**src/rtl/ram_port_arbiter.sv**
```systemverilog
// Round-robin arbiter sharing one single-port RAM between the Ibex fetch and LSU ports.
// Out-of-window requests are granted but answered with an error instead of touching the RAM.
module ram_port_arbiter #(
    parameter int unsigned AW        = 17,
    parameter int unsigned DW        = 32,
    parameter logic [31:0] BASE_ADDR = 32'h0010_0000
) (
    input  logic              clk_i,
    input  logic              rst_ni,
    input  logic              instr_req_i,
    input  logic [31:0]       instr_addr_i,
    output logic              instr_gnt_o,
    output logic              instr_rvalid_o,
    output logic [DW-1:0]     instr_rdata_o,
    output logic              instr_err_o,
    input  logic              data_req_i,
    input  logic              data_we_i,
    input  logic [DW/8-1:0]   data_be_i,
    input  logic [31:0]       data_addr_i,
    input  logic [DW-1:0]     data_wdata_i,
    output logic              data_gnt_o,
    output logic              data_rvalid_o,
    output logic [DW-1:0]     data_rdata_o,
    output logic              data_err_o,
    output logic              mem_req_o,
    output logic              mem_we_o,
    output logic [DW/8-1:0]   mem_be_o,
    output logic [AW-3:0]     mem_addr_o,
    output logic [DW-1:0]     mem_wdata_o,
    input  logic [DW-1:0]     mem_rdata_i
);

    typedef enum logic {PORT_INSTR, PORT_DATA} port_e;
    typedef enum logic [1:0] {OWN_NONE, OWN_INSTR, OWN_DATA} owner_e;

    port_e  last_q, last_d;
    owner_e owner_q, owner_d;
    logic   err_q, err_d;
    logic   rd_q, rd_d;

    logic instr_in_win, data_in_win;
    logic unused_addr_lsbs;

    assign unused_addr_lsbs = ^{instr_addr_i[1:0], data_addr_i[1:0]};

    assign instr_in_win = (instr_addr_i[31:AW] == BASE_ADDR[31:AW]);
    assign data_in_win  = (data_addr_i[31:AW]  == BASE_ADDR[31:AW]);

    // The losing side of a contention is whichever port was granted last.
    assign instr_gnt_o = instr_req_i && (!data_req_i || (last_q == PORT_DATA));
    assign data_gnt_o  = data_req_i && (!instr_req_i || (last_q == PORT_INSTR));

    always_comb begin
        mem_req_o   = 1'b0;
        mem_we_o    = 1'b0;
        mem_be_o    = '0;
        mem_addr_o  = data_addr_i[AW-1:2];
        mem_wdata_o = '0;
        last_d      = last_q;
        owner_d     = OWN_NONE;
        err_d       = 1'b0;
        rd_d        = 1'b0;

        if (data_gnt_o) begin
            last_d      = PORT_DATA;
            owner_d     = OWN_DATA;
            err_d       = !data_in_win;
            rd_d        = data_in_win && !data_we_i;
            mem_req_o   = data_in_win;
            mem_we_o    = data_in_win && data_we_i;
            mem_be_o    = data_be_i;
            mem_addr_o  = data_addr_i[AW-1:2];
            mem_wdata_o = data_wdata_i;
        end else if (instr_gnt_o) begin
            last_d      = PORT_INSTR;
            owner_d     = OWN_INSTR;
            err_d       = !instr_in_win;
            rd_d        = instr_in_win;
            mem_req_o   = instr_in_win;
            mem_be_o    = '1;
            mem_addr_o  = instr_addr_i[AW-1:2];
        end
    end

    always_ff @(posedge clk_i or negedge rst_ni) begin
        if (!rst_ni) begin
            last_q  <= PORT_INSTR;
            owner_q <= OWN_NONE;
            err_q   <= 1'b0;
            rd_q    <= 1'b0;
        end else begin
            last_q  <= last_d;
            owner_q <= owner_d;
            err_q   <= err_d;
            rd_q    <= rd_d;
        end
    end

    // Read data passes straight from the RAM in the response cycle; writes and errors return zero.
    assign instr_rvalid_o = (owner_q == OWN_INSTR);
    assign instr_err_o    = instr_rvalid_o && err_q;
    assign instr_rdata_o  = (instr_rvalid_o && rd_q) ? mem_rdata_i : '0;

    assign data_rvalid_o  = (owner_q == OWN_DATA);
    assign data_err_o     = data_rvalid_o && err_q;
    assign data_rdata_o   = (data_rvalid_o && rd_q) ? mem_rdata_i : '0;

endmodule
```
**config.mk**
```make
export PLATFORM = sky130hd
export DESIGN_NAME = ram_port_arbiter
export DESIGN_NICKNAME = d
export VERILOG_FILES = /design/src/rtl/ram_port_arbiter.sv
export SDC_FILE = /design/constraint.sdc
export NUM_CORES = 1
export LEC_CHECK = 0
export CAP_MARGIN = 0
export CORE_MARGIN = 10
export CORE_UTILIZATION = 19
export DETAILED_ROUTE_END_ITERATION = 6
export GPL_ROUTABILITY_DRIVEN = 0
export GPL_TIMING_DRIVEN = 1
export PLACE_DENSITY = 0.82
export SYNTH_ARGS = -nofsm -noshare
export SYNTH_HDL_FRONTEND = slang
export SYNTH_SLANG_ARGS = --single-unit
```
**constraint.sdc**
```tcl
create_clock -name clk_i -period 1.65 [get_ports clk_i]
set_input_delay 0.4125 -clock clk_i [delete_from_list [all_inputs] [get_ports clk_i]]
set_output_delay 0.4125 -clock clk_i [all_outputs]
set_load 0.01 [all_outputs]
```
# After elaboration in Yosys (flattened, before gate mapping)
# Index checks and enable logic that the tools add are counted.
# classes
eq_ne,4
mux,17
bitwise_logic,1
n_reduce_logical,16
# op_table
operator,count
2-to-1 mux 32 bit,3
"== test 15 x 4 -> 1 bit, second input constant",2
2-to-1 mux 15 bit,2
2-to-1 mux 1 bit,9
logical AND 1 bit,8
2-to-1 mux 4 bit,2
logical NOT 1 bit,5
"== test 2 x 1 -> 1 bit, second input constant",1
"== test 2 bit, second input constant",1
logical OR 1 bit,2
2-to-1 mux 2 bit,1
nonzero test 2 bit,1
inverter 1 bit,1
# totals
ff_bits,5
output_inout_bits,123

# Logic depth before layout (Yosys ltp)
# Gate-level depths: netlist of the first run.
# depth
depth_word,5
mapped_depth,5
ltp_nobuf,4

# Worst setup path before layout of the first run
# OpenSTA, ideal clock, no wires.
# synth_path
path_type,input -> output
startpoint,input port data_addr_i[23]
endpoint,output port mem_we_o
arrival_ns,1.129
t_required_ns,1.237
setup_slack_ns,0.109
path_stages,3
cell_sequence,nor4_1 nand4_1 nor3_1
# synth_between
elab_chain_len,3
# synth_rtl
item,line_no,source
"start, declared",19,"input logic [31:0] data_addr_i,"
== test 15 x 4 -> 1 bit,47,assign data_in_win = (data_addr_i[31:AW] == BASE_ADDR[31:AW]);
logical AND 1 bit,70,mem_we_o = data_in_win && data_we_i;
2-to-1 mux 1 bit,64,if (data_gnt_o) begin
"end, declared",26,"output logic mem_we_o,"
# No other way between the ends.

# Worst setup path after layout of the first run
# layout_path
startpoint,register last_q
endpoint,output port mem_addr_o[0]
# layout_between
elab_chain_len,4
word_cells_on_any_way,7
cone_classes,mux (2); bitwise (1); reduce/logical (4)
# layout_rtl
item,line_no,source
"start, declared",36,"port_e last_q, last_d;"
"start signal, assigned",92,last_q <= last_d;
logical OR 1 bit or inverter 1 bit (tied branches),"50, 51",
logical AND 1 bit or logical OR 1 bit (tied branches),"50, 51",
2-to-1 mux 15 bit or logical AND 1 bit (tied branches),"74, 51",
2-to-1 mux 15 bit (*),64,
"end, declared",28,"output logic [AW-3:0] mem_addr_o,"
# Every way passes the cells marked *; elsewhere a longest branch is shown, timed or not.

==> summary.md, run 1 <==
| Metric | Value |
|---|---|
| TNS Setup | -9451 ps |
| Async SR Flop Fraction | 1.000 |
| Final period utilization | 1.105 |
| Die Wd | 101.3 um |
| CORE AREA | 6386 sq um |
| Worst-margin pin slew | 238.6 ps |
| Clock slew at reported path FFs | 40 ps |
| First-pass GRT wire length | 15.28 mm |
| # DRC | 0 |
| Setup crit start kind | flop |
| Post-DRT Antenna Nets | 0 |
| R2R Path End | err_q |
| RSZ-0062 raised after global routing | true |
| Final hold violation count | 0 |
| Number of flops mapped to enable cells by yosys | 0 |
| Total Power | 1489 uW |
| RR Startpoint | last_q |
| Fmax | 0.5486 GHz |
| Largest net degree at the start of global routing | 65 |
| WP data arrival | 1410 ps |
| Vias per cell | 4.777 |
| Worst stage delay on the critical path | 390 ps |
| GR Layer Usage met2 | 0.3516 |
| Cell at the slowest stage of the critical path | dfrtp_1 |
| Yosys cell types | 24 |
| Slew HR | 0.8404 |
| Input/output buffers | 255 |
| Routed wire length | 11.39 mm |
| Clock root buffer | clkbuf_8 |
| # Max-Cap Violations | 0 |
| Hpwl dp | 8.651 mm |
| Slack of the worst reg-to-reg path | 380 ps |
| DR WL/cell | 22.11 um |
| Cts-stage hold buffer count | 0 |
| Leak pwr | 0.002300 uW |
| Crit end category | output pin |
| Synth area leader | and3_1 |
| Max Transition Viols Final | 0 |
| Final Skew | 2.066 ps |
| Most common cell after layout, fill and taps aside | clkdlybuf4s50_1 |
| Post-synthesis sequential area ratio | 0.09960 |
| CTS tree | built |
| # setup viols final | 103 |
| Total number of vias | 2460 |
| Min-Delay Path Class | input pin to async pin |
| Syn Area/Cell | 7.261 sq um |
| PD cells | 349.4 nW/um^2 |
| Post-Syn Area | 1256 sq um |
| Initial core utilization | 0.1967 |
| Busiest layer in global routing | met2 |
| I/O Pins | 260 |
| Required time of the critical path | 1240 ps |
| Area Growth Syn to Fin | 239.2% |
| Worst Setup Path Type | flop to output pin |
| Setup WS post-layout | -172.8 ps |
| Grt total ovfl | 0 |
| WP buf/inv | 2 |
| Ant diodes | 0 |
| Initial drt markers | 61 |
| Ys Warns | 0 |
| Tmin final | 1823 ps |
| Fraction of layout cells with a size suffix above 1 | 0.5479 |
| Fin nets | 576 |
| Met1 usage | 0.1773 |
| Most area-consuming cells after synthesis | and3_1 48%, dfrtp_1 10%, mux2_4 9.6% |
| Post-Synthesis Cells | 173 |
| Die area | 10260 sq um |
| Yosys reg bits | 5 |
| Share of the core filled with cells | 0.6673 |
| Failing checks | setup timing |
| Clock latency at the later pin of the worst-skew pair | 220 ps |
| DRT Pass-1 Iters | 6 |
| Synth Flop Type | dfrtp_1 |
| Yosys top cell area share | 0.4781 |
| CTS Buf Count | 3 |
| Synthesized net count | 310 |
| Clock Tree Buf Depth | 2 |
| Delay-heaviest family, CP | flip-flops |
| Status | finished with violations |
| Clock sink count | 5 |
| Worst vdd ir | 0.0002335 V |
| H-tree depth | 1 |
| Max FO, Critical Path | 5 |
| Reg2Reg Depth | 7 |
| Cell Chain, Critical Path | nand2b_4 -> nand2_8 -> inv_12 -> mux2_4 -> buf_6 |
| Rows | 29 |
| Most frequent cells in the layout | 100 x clkdlybuf4s50_1, 74 x buf_6, 65 x and3_1 |
| M3 GR Usage | 0.09258 |
| Die Y-Extent | 101.3 um |
| Antenna violations before repair | 0 |
| Vias in the first global route | 2601 |
| GR Util All Layers | 0.1877 |
==> how the worst max path moves through the flow <==
stage,startpoint,endpoint,slack [ps],cells past startpoint
floorplan,data_addr_i[23],mem_we_o,110,3
global placement,instr_addr_i[22],mem_req_o,-910,5
detailed placement,instr_addr_i[23],mem_req_o,-900,5
CTS,instr_addr_i[24],mem_req_o,-230,5
global route,owner_q[0],data_rdata_o[2],-210,4
finish,last_q,mem_addr_o[0],-170,5
==> timing repair <==
item                       CTS  global route
pin swaps                   15            28
gates resized for setup    608           142
buffers inserted             8             2
setup endpoints to repair  123           122
gates cloned                 6             1
==> synth_stat cells, types with 2 or more instances <==
| library cell | n |
|---|---|
| and2b_1 | 2 |
| nor4_1 | 4 |
| clkbuf_1 | 17 |
| nor3_1 | 3 |
| buf_2 | 3 |
| mux2_2 | 7 |
| nand2_1 | 9 |
| and2_1 | 2 |
| and3_1 | 96 |
| mux2_4 | 8 |
| inv_1 | 4 |
| nand4_1 | 2 |
| dfrtp_1 | 5 |
==> final cells by class <==
type	count	area (sq um)
timing repair buffer	280	2619
fill	520	2125
multi-input combinational	142	1321
sequential	5	125.1
tap	77	96.34
clock buffer	3	41.29
inverter	5	31.28
timing repair inverter	2	22.52
clock inverter	1	5.005
==> through the flow <==
| stage | std cells | worst slack (ps) | area (sq um) | hold WS, ps |
|---|---|---|---|---|
| final | 515 | -172.8 | 4262 | 412.8 |
| after global routing | 515 | -205.9 | 4262 | 415.5 |
| after CTS | 513 | -228.3 | 3785 | 415.0 |
| after detailed placement | 495 | -903.0 | 3926 | 632.3 |
| after global placement | 495 | -913.7 | 3926 | 620.4 |
| after floorplan | 173 | 109.0 | 1256 | 116.9 |
==> sequential cells by signal, summed over array words and instances (netlist names) <==
signal   count
last_q       1
rd_q         1
err_q        1
owner_q      2
==> per-layer routing <==
layer / vias up / part of all wire
met4: 0 / 0.020
met5: - / 0
li1: 1170 / -
met3: 14 / 0.12
met1: 1110 / 0.32
met2: 166 / 0.54
==> kinds of logic (layout without fill, tap and decap cells) <==
family / after synthesis / in the layout / share of synthesized area
AOI/OAI and AO/OA: 4 / 4 / 0.02291
buffers and inverters: 26 / 291 / 0.09959
DFF: 5 / 5 / 0.09960
muxes: 15 / 15 / 0.1584
and+or+nand+nor: 123 / 123 / 0.6195
==> where the power goes <==
| group | internal, uW | switching [uW] |
|---|---|---|
| clock network | 162 | 59.9 |
| logic | 714 | 413 |
| registers | 134 | 6.13 |
No activity file was read; power rests on OpenSTA's default activity.
==> run 2: changes to the inputs <==
--- a/config.mk
+++ b/config.mk
@@ -6,12 +6,12 @@
 export NUM_CORES = 1
 export LEC_CHECK = 0
 export CAP_MARGIN = 0
-export CORE_MARGIN = 10
-export CORE_UTILIZATION = 19
+export CORE_AREA = 4 4 100 102
 export DETAILED_ROUTE_END_ITERATION = 6
+export DIE_AREA = 0 0 104 106
 export GPL_ROUTABILITY_DRIVEN = 0
 export GPL_TIMING_DRIVEN = 1
-export PLACE_DENSITY = 0.82
+export PLACE_DENSITY = 0.63
 export SYNTH_ARGS = -nofsm -noshare
 export SYNTH_HDL_FRONTEND = slang
 export SYNTH_SLANG_ARGS = --single-unit
==> summary.md, run 2 (same netlist as run 1, synthesis figures left out) <==
| Metric | Value |
|---|---|
| CTS Buf Count | 3 (unchanged) |
| Ant diodes | 0 (unchanged) |
| Clock root buffer | clkbuf_8 |
| Rows | 35 (+21%) |
| Worst-margin pin slew | 262.6 ps (+23.98 ps) |
| Vias in the first global route | 2595 (-0.23%) |
| R2R Path End | err_q |
| Fin nets | 591 (+2.6%) |
| Status | finished with violations |
| Post-DRT Antenna Nets | 0 (unchanged) |
| Switching share of power | 0.3126 (-0.008830) |
| Required time of the critical path | 1240 ps (about the same) |
| RR Startpoint | last_q |
| Most common cell after layout, fill and taps aside | buf_6 |
| GR Util All Layers | 0.1583 (-0.02947) |
| Max reg flops | 2 (unchanged) |
| WP data arrival | 1460 ps (+50 ps) |
| Area Growth Syn to Fin | 298.7% |
| DRT Pass-1 Iters | 4 (-2) |
| Metal2 WL | 6.063 mm (-0.72%) |
| Max FO, Critical Path | 8 (+3) |
| Post-route met1 wirelength | 3.447 mm (-6.1%) |
| Cts-stage hold buffer count | 0 (unchanged) |
| Crit end category | output pin |
| Clock sink count | 5 (unchanged) |
| Fmax | 0.5344 GHz (-2.6%) |
| Worst vdd ir | 0.0001443 V (-38%) |
| Top reg by flops | owner_q |
| Slew HR | 0.8244 (-0.01604) |
| Clock Tree Buf Depth | 2 (unchanged) |
| Fraction of layout cells with a size suffix above 1 | 0.6512 (+0.1033) |
| PD cells | 322.1 nW/um^2 (-7.8%) |
| DR WL/cell | 18.76 um (-15%) |
| WP buf/inv | 3 (+1) |
| Reg2Reg Depth | 8 (+1) |
| Initial core utilization | 0.1379 (-0.05880) |
| # Max-Cap Violations | 0 (unchanged) |
| Post-Place Worst Slack | -936.9 ps (-33.95 ps) |
| Delay-heaviest family, CP | simple AND/OR/NAND/NOR gates |
| Top layer in use | met5 |
| Max Transition Viols Final | 0 (unchanged) |
| CTS tree | built |
| Hpwl dp | 7.276 mm (-16%) |
| Seq pwr share | 0.088 (-0.006) |
| Worst stage delay on the critical path | 370 ps (-20 ps) |
| # DRC | 0 (unchanged) |
| Clock slew at reported path FFs | 40 ps (about the same) |
| Vias per cell | 4.537 (-5.0%) |
| TNS Setup | -14820 ps (-5366 ps) |
| Grt total ovfl | 0 (unchanged) |
| Setup crit start kind | flop |
| Pint | 1109 uW (+9.8%) |
| Die Y-Extent | 106 um (+4.6%) |
| Combinational group share of total power | 0.771 (+0.014) |
| Cell Chain, Critical Path | and2b_4 -> buf_12 -> buf_16 -> and3_4 -> buf_6 |
| Clock latency at the later pin of the worst-skew pair | 220 ps (about the same) |
| WL met3 | 957 um (-31%) |
| Min-Delay Path Class | input pin to async pin |
| I/O Pins | 260 (unchanged) |
| Final Skew | 3.377 ps (+1.310 ps) |
| H-tree depth | 1 (unchanged) |
| Net Sw Power | 504.4 uW (+5.4%) |
| Input/output buffers | 255 (unchanged) |
| First-pass GRT wire length | 14.15 mm (-7.4%) |
| Worst Setup Path Type | flop to output pin |
| Hold WS | 412.8 ps (-0.01300 ps) |
| Tmin final | 1871 ps (+48.54 ps) |
| Largest net degree at the start of global routing | 65 (unchanged) |
| Most frequent cells in the layout | 113 x buf_6, 99 x clkdlybuf4s50_1, 71 x and3_4 |
| Failing checks | setup timing |
| Die Wd | 104 um (+2.7%) |
| Initial drt markers | 45 (-26%) |
| Final hold violation count | 0 (unchanged) |
| Setup WS post-layout | -221.4 ps (-48.54 ps) |
| Clock power frac | 0.140 (-0.009) |
| Routed wire length | 10.58 mm (-7.1%) |
| Die area | 11020 sq um (+7.4%) |
| CORE AREA | 9109 sq um (+43%) |
| Antenna violations before repair | 1 (+1) |
| Final period utilization | 1.134 (+0.02942) |
| Cell at the slowest stage of the critical path | dfrtp_1 |
| Slack of the worst reg-to-reg path | 280 ps (-100 ps) |
| # setup viols final | 121 (+17%) |
| Total number of vias | 2559 (+4.0%) |
| Leak pwr | 0.002370 uW (+3.1%) |
| RSZ-0062 raised after global routing | true |
[run 2: changes by cell type in the layout (fill, tap and decap cells not counted), moves of 5 or more]
cell	before	now
buf_6	74	113
buf_2	63	29
clkbuf_16	0	5
and3_4	31	71
and3_1	65	25
buf_12	4	10
[run 2: area by class of cell]
class                   count  area, sq um
fillers                   811         4100
repair buffers            296         3129
multi-input cells         142         1525
well taps                 111        138.9
flip-flops and latches      5        125.1
clock buffers               4        45.04
inverters                   5        33.78
repair inverters            1        11.26
[run 2: worst max-delay path by stage]
stage | from | endpoint | slack [ps] | cells past startpoint
floorplan | data_addr_i[23] | mem_we_o | 110 | 3
global placement | data_addr_i[26] | mem_we_o | -940 | 5
detailed placement | data_addr_i[23] | mem_we_o | -940 | 5
CTS | last_q | mem_addr_o[13] | -200 | 5
global route | instr_addr_i[17] | mem_req_o | -280 | 5
finish | owner_q[0] | data_rdata_o[13] | -220 | 5
[run 2: layer usage]
layer / vias to the layer above / global-route usage
met4: 2 / 0.03039
met3: 10 / 0.05464
met1: 1178 / 0.1504
met5: - / 0
met2: 163 / 0.3254
li1: 1206 / -
[run 2: through the flow]
stage / cells / utilization / area (sq um) / power [uW]
3_3_place_gp: 530 / 0.4379 / 3989 / 1004
5_1_grt: 564 / 0.5499 / 5009 / 1690
2_1_floorplan: 173 / - / 1256 / 410.7
3_5_place_dp: 530 / 0.4379 / 3989 / 1014
6_report: 564 / 0.5499 / 5009 / 1613
4_1_cts: 556 / 0.4518 / 4115 / 1411
[run 2: what timing repair did]
action / CTS / global route
setup endpoints to repair: 125 / 123
cloned: 7 / 5
resized for setup: 607 / 220
buffers inserted: 15 / 7
pin swaps: 19 / 26
[run 2: power by group through the flow]
stage               registers (uW)  clock network, uW  logic [uW]
floorplan                      139                  0         272
global placement               141                  0         863
detailed placement             143                  0         871
CTS                            143                231        1040
global route                   143                238        1310
finish                         142                227        1240
[run 2: worst register-to-register path, stage by stage (launching register included)]
cell and delay (ps):
dfrtp_1 390, buf_6 130, nand2_8 70, buf_6 130, nand2_4 70, buf_6 110
inv_4 30, buf_4 120, a22o_1 200
==> run 3: changes to the inputs <==
--- a/config.mk
+++ b/config.mk
@@ -5,6 +5,7 @@
 export SDC_FILE = /design/constraint.sdc
 export NUM_CORES = 1
 export LEC_CHECK = 0
+export ABC_AREA = 1
 export CAP_MARGIN = 0
 export CORE_AREA = 4 4 100 102
 export DETAILED_ROUTE_END_ITERATION = 6
==> summary.md, run 3 <==
| Metric | Value |
|---|---|
| Status | finished with violations |
| Failing checks | setup timing |
| Yosys cell types | 15 (-38%) |
| Yosys reg bits | 5 (unchanged) |
| Antenna violations before repair | 0 (-1) |
| Setup WS post-layout | -156.8 ps (+64.54 ps) |
| R2R Path End | rd_q |
| Worst vdd ir | 0.0001769 V (+23%) |
| Filler cells | 965 (+19%) |
| RSZ-0062 raised after global routing | true |
| Final Skew | 4.677 ps (+1.300 ps) |
| Worst-margin pin slew | 229.3 ps (-33.33 ps) |
| Largest net degree at the start of global routing | 33 (-49%) |
| Die Wd | 104 um (unchanged) |
| TNS Setup | -13020 ps (+1799 ps) |
| Leak pwr | 0.002577 uW (+8.7%) |
| Ys Warns | 0 (unchanged) |
| Cell Chain, Critical Path | buf_6 -> nor2_4 -> nand2_4 -> clkbuf_16 -> nor2_1 -> buf_2 |
| Vias in the first global route | 2714 (+4.6%) |
| DR WL/cell | 14.31 um (-24%) |
| Initial drt markers | 82 (+82%) |
| Number of flops mapped to enable cells by yosys | 0 (unchanged) |
| Syn Area/Cell | 4.386 sq um (-40%) |
| Fin nets | 722 (+22%) |
| Worst stage delay on the critical path | 400 ps (+30 ps) |
| Initial core utilization | 0.1382 (+0.0002747) |
| PD cells | 293.5 nW/um^2 (-8.9%) |
| Post-synthesis sequential area ratio | 0.09940 (-0.0001980) |
| Most numerous cell in the Yosys netlist | nor2_1 |
| RR Startpoint | last_q |
| Area Growth Syn to Fin | 264.5% |
| Synth area leader | nor2_1 |
| Final hold violation count | 0 (unchanged) |
| Total number of vias | 2797 (+9.3%) |
| Clock root buffer | clkbuf_8 |
| Post-Synthesis Cells | 287 (+66%) |
| Slack of the worst reg-to-reg path | 80 ps (-200 ps) |
| Post-DRT Antenna Nets | 0 (unchanged) |
| Fraction of layout cells with a size suffix above 1 | 0.4966 (-0.1546) |
| Die area | 11020 sq um (unchanged) |
| Input/output buffers | 255 (unchanged) |
| Reg2Reg Depth | 10 (+2) |
| DRT Pass-1 Iters | 4 (unchanged) |
| Routed wire length | 9.945 mm (-6.0%) |
| Post-Syn Area | 1259 sq um (+0.20%) |
| CTS Buf Count | 3 (unchanged) |
| # setup viols final | 118 (-2.5%) |
| Fmax | 0.5535 GHz (+3.6%) |
| Cts-stage hold buffer count | 0 (unchanged) |
| GR Util All Layers | 0.1479 (-0.01035) |
| Most area-consuming cells after synthesis | nor2_1 35%, inv_1 22%, nand2_1 21% |
| Ant diodes | 0 (unchanged) |
| Required time of the critical path | 1240 ps (about the same) |
| Synthesized net count | 424 (+37%) |
| Rows | 35 (unchanged) |
| CORE AREA | 9109 sq um (unchanged) |
| Worst Setup Path Type | flop to output pin |
| Yosys top cell area share | 0.3459 (-0.1322) |
| First-pass GRT wire length | 13.39 mm (-5.4%) |
| Synth Flop Type | dfrtp_1 |
| Top reg by flops | owner_q |
| Max FO, Critical Path | 8 (unchanged) |
| Clock latency at the later pin of the worst-skew pair | 220 ps (about the same) |
| # Max-Cap Violations | 0 (unchanged) |
| Crit end category | output pin |
| Hpwl dp | 6.874 mm (-5.5%) |
| Setup crit start kind | flop |
| Min-Delay Path Class | input pin to async pin |
| Max reg flops | 2 (unchanged) |
| Die Y-Extent | 106 um (unchanged) |
| Most common cell after layout, fill and taps aside | clkdlybuf4s50_1 |
| CTS tree | built |
| Clock Tree Buf Depth | 2 (unchanged) |
| Clock slew at reported path FFs | 40 ps (about the same) |
| Grt total ovfl | 0 (unchanged) |
| Max Transition Viols Final | 0 (unchanged) |
| H-tree depth | 1 (unchanged) |
| Clock sink count | 5 (unchanged) |
| Cell at the slowest stage of the critical path | dfrtp_1 |
| WP data arrival | 1390 ps (-70 ps) |
| Total Power | 1347 uW (-17%) |
| Most frequent cells in the layout | 100 x clkdlybuf4s50_1, 84 x buf_2, 72 x inv_1 |
| Slew HR | 0.8467 (+0.02228) |
| I/O Pins | 260 (unchanged) |
| # DRC | 0 (unchanged) |
| Vias per cell | 4.024 (-11%) |
| Async SR Flop Fraction | 1.000 (unchanged) |
| Commonest cells post-synth | 116 x nor2_1, 73 x inv_1, 69 x nand2_1 |
| Tmin final | 1807 ps (-64.54 ps) |
| Final period utilization | 1.095 (-0.03912) |
-- run 3: changes by cell type in the layout (fill, tap and decap cells not counted), sizes merged, moves of 3 or more --
cell / previous run / this run
nor2: 0 / 116
and3: 96 / 0
inv: 6 / 80
nand2: 11 / 69
dlygate4sd2: 7 / 24
mux2: 15 / 0
clkbuf: 17 / 9
nor4: 4 / 0
buf: 168 / 165
clkdlybuf4s15: 9 / 6
-- run 3: through the flow --
| stage | cells | instance area [sq um] | setup slack, ps | hold WS [ps] | util |
|---|---|---|---|---|---|
| finish | 695 | 4588 | -156.8 | 412.2 | 0.5037 |
| global route | 695 | 4588 | -233.1 | 434.1 | 0.5037 |
| CTS | 687 | 4382 | -217.9 | 420.8 | 0.4810 |
| detailed placement | 655 | 4003 | -863.8 | 614.4 | 0.4394 |
| global placement | 655 | 4003 | -837.4 | 596.1 | 0.4394 |
| floorplan | 287 | 1259 | 159.4 | 116.9 | - |
-- run 3: critical path, delay by kind of cell, from the launching register on --
| kind | cells | cell delay [ps] |
|---|---|---|
| DFF | 1 | 400 |
| buffers and inverters | 3 | 470 |
| and+or+nand+nor | 3 | 290 |
-- run 3: report_power, final --
| group | leakage, uW | internal, uW | total (uW) | switching (uW) |
|---|---|---|---|---|
| sequential | 0.0000601 | 133 | 142 | 9.66 |
| clock | 0.0000255 | 163 | 228 | 65.4 |
| combinational | 0.00249 | 562 | 977 | 415 |
| total | 0.00258 | 857 | 1350 | 490 |
-- run 3: timing repair --
item | CTS | global route
pin swaps | 44 | 17
setup endpoints to repair | 123 | 123
gates resized for setup | 530 | 216
setup buffers | 22 | 6
cloned | 7 | 6
-- run 3: logic make-up (layout without fill, tap and decap cells) --
family                 after synthesis  in the layout  synth area share
buffers and inverters               88            385            0.2982
DFF                                  5              5           0.09940
AOI/OAI and AO/OA                    3              3           0.02386
and+or+nand+nor                    191            191            0.5785
-- run 3: worst max path at each step --
stage                      startpoint  slack, ps           endpoint  depth (start not counted)
after global placement    instr_req_i       -840    mem_wdata_o[19]                          6
after global routing       owner_q[0]       -230  instr_rdata_o[13]                          6
final                      owner_q[0]       -160   data_rdata_o[28]                          6
after CTS                  owner_q[0]       -220   instr_rdata_o[0]                          6
after detailed placement  instr_req_i       -860    mem_wdata_o[19]                          6
after floorplan            owner_q[0]        160    data_rdata_o[0]                          4
-- run 3: layer usage --
| layer | wire length [um] | vias to the layer above | global-route usage |
|---|---|---|---|
| met5 | 0 | - | 0 |
| met4 | 136 | 0 | 0.03514 |
| met3 | 752 | 10 | 0.04311 |
| met2 | 5557 | 150 | 0.2967 |
| met1 | 3499 | 1254 | 0.1487 |
| li1 | - | 1383 | - |
-- run 3: layout make-up --
class	instances	area (sq um)	area share
Inverter	76	309.0	0.06736
Clock inverter	1	5.005	0.001091
Tap cell	111	138.9	0.03027
Sequential cell	5	126.4	0.02754
Clock buffer	3	41.29	0.008999
Timing Repair inverter	4	60.06	0.01309
Timing Repair Buffer	301	2696	0.5877
Multi-Input combinational cell	194	1211	0.2640
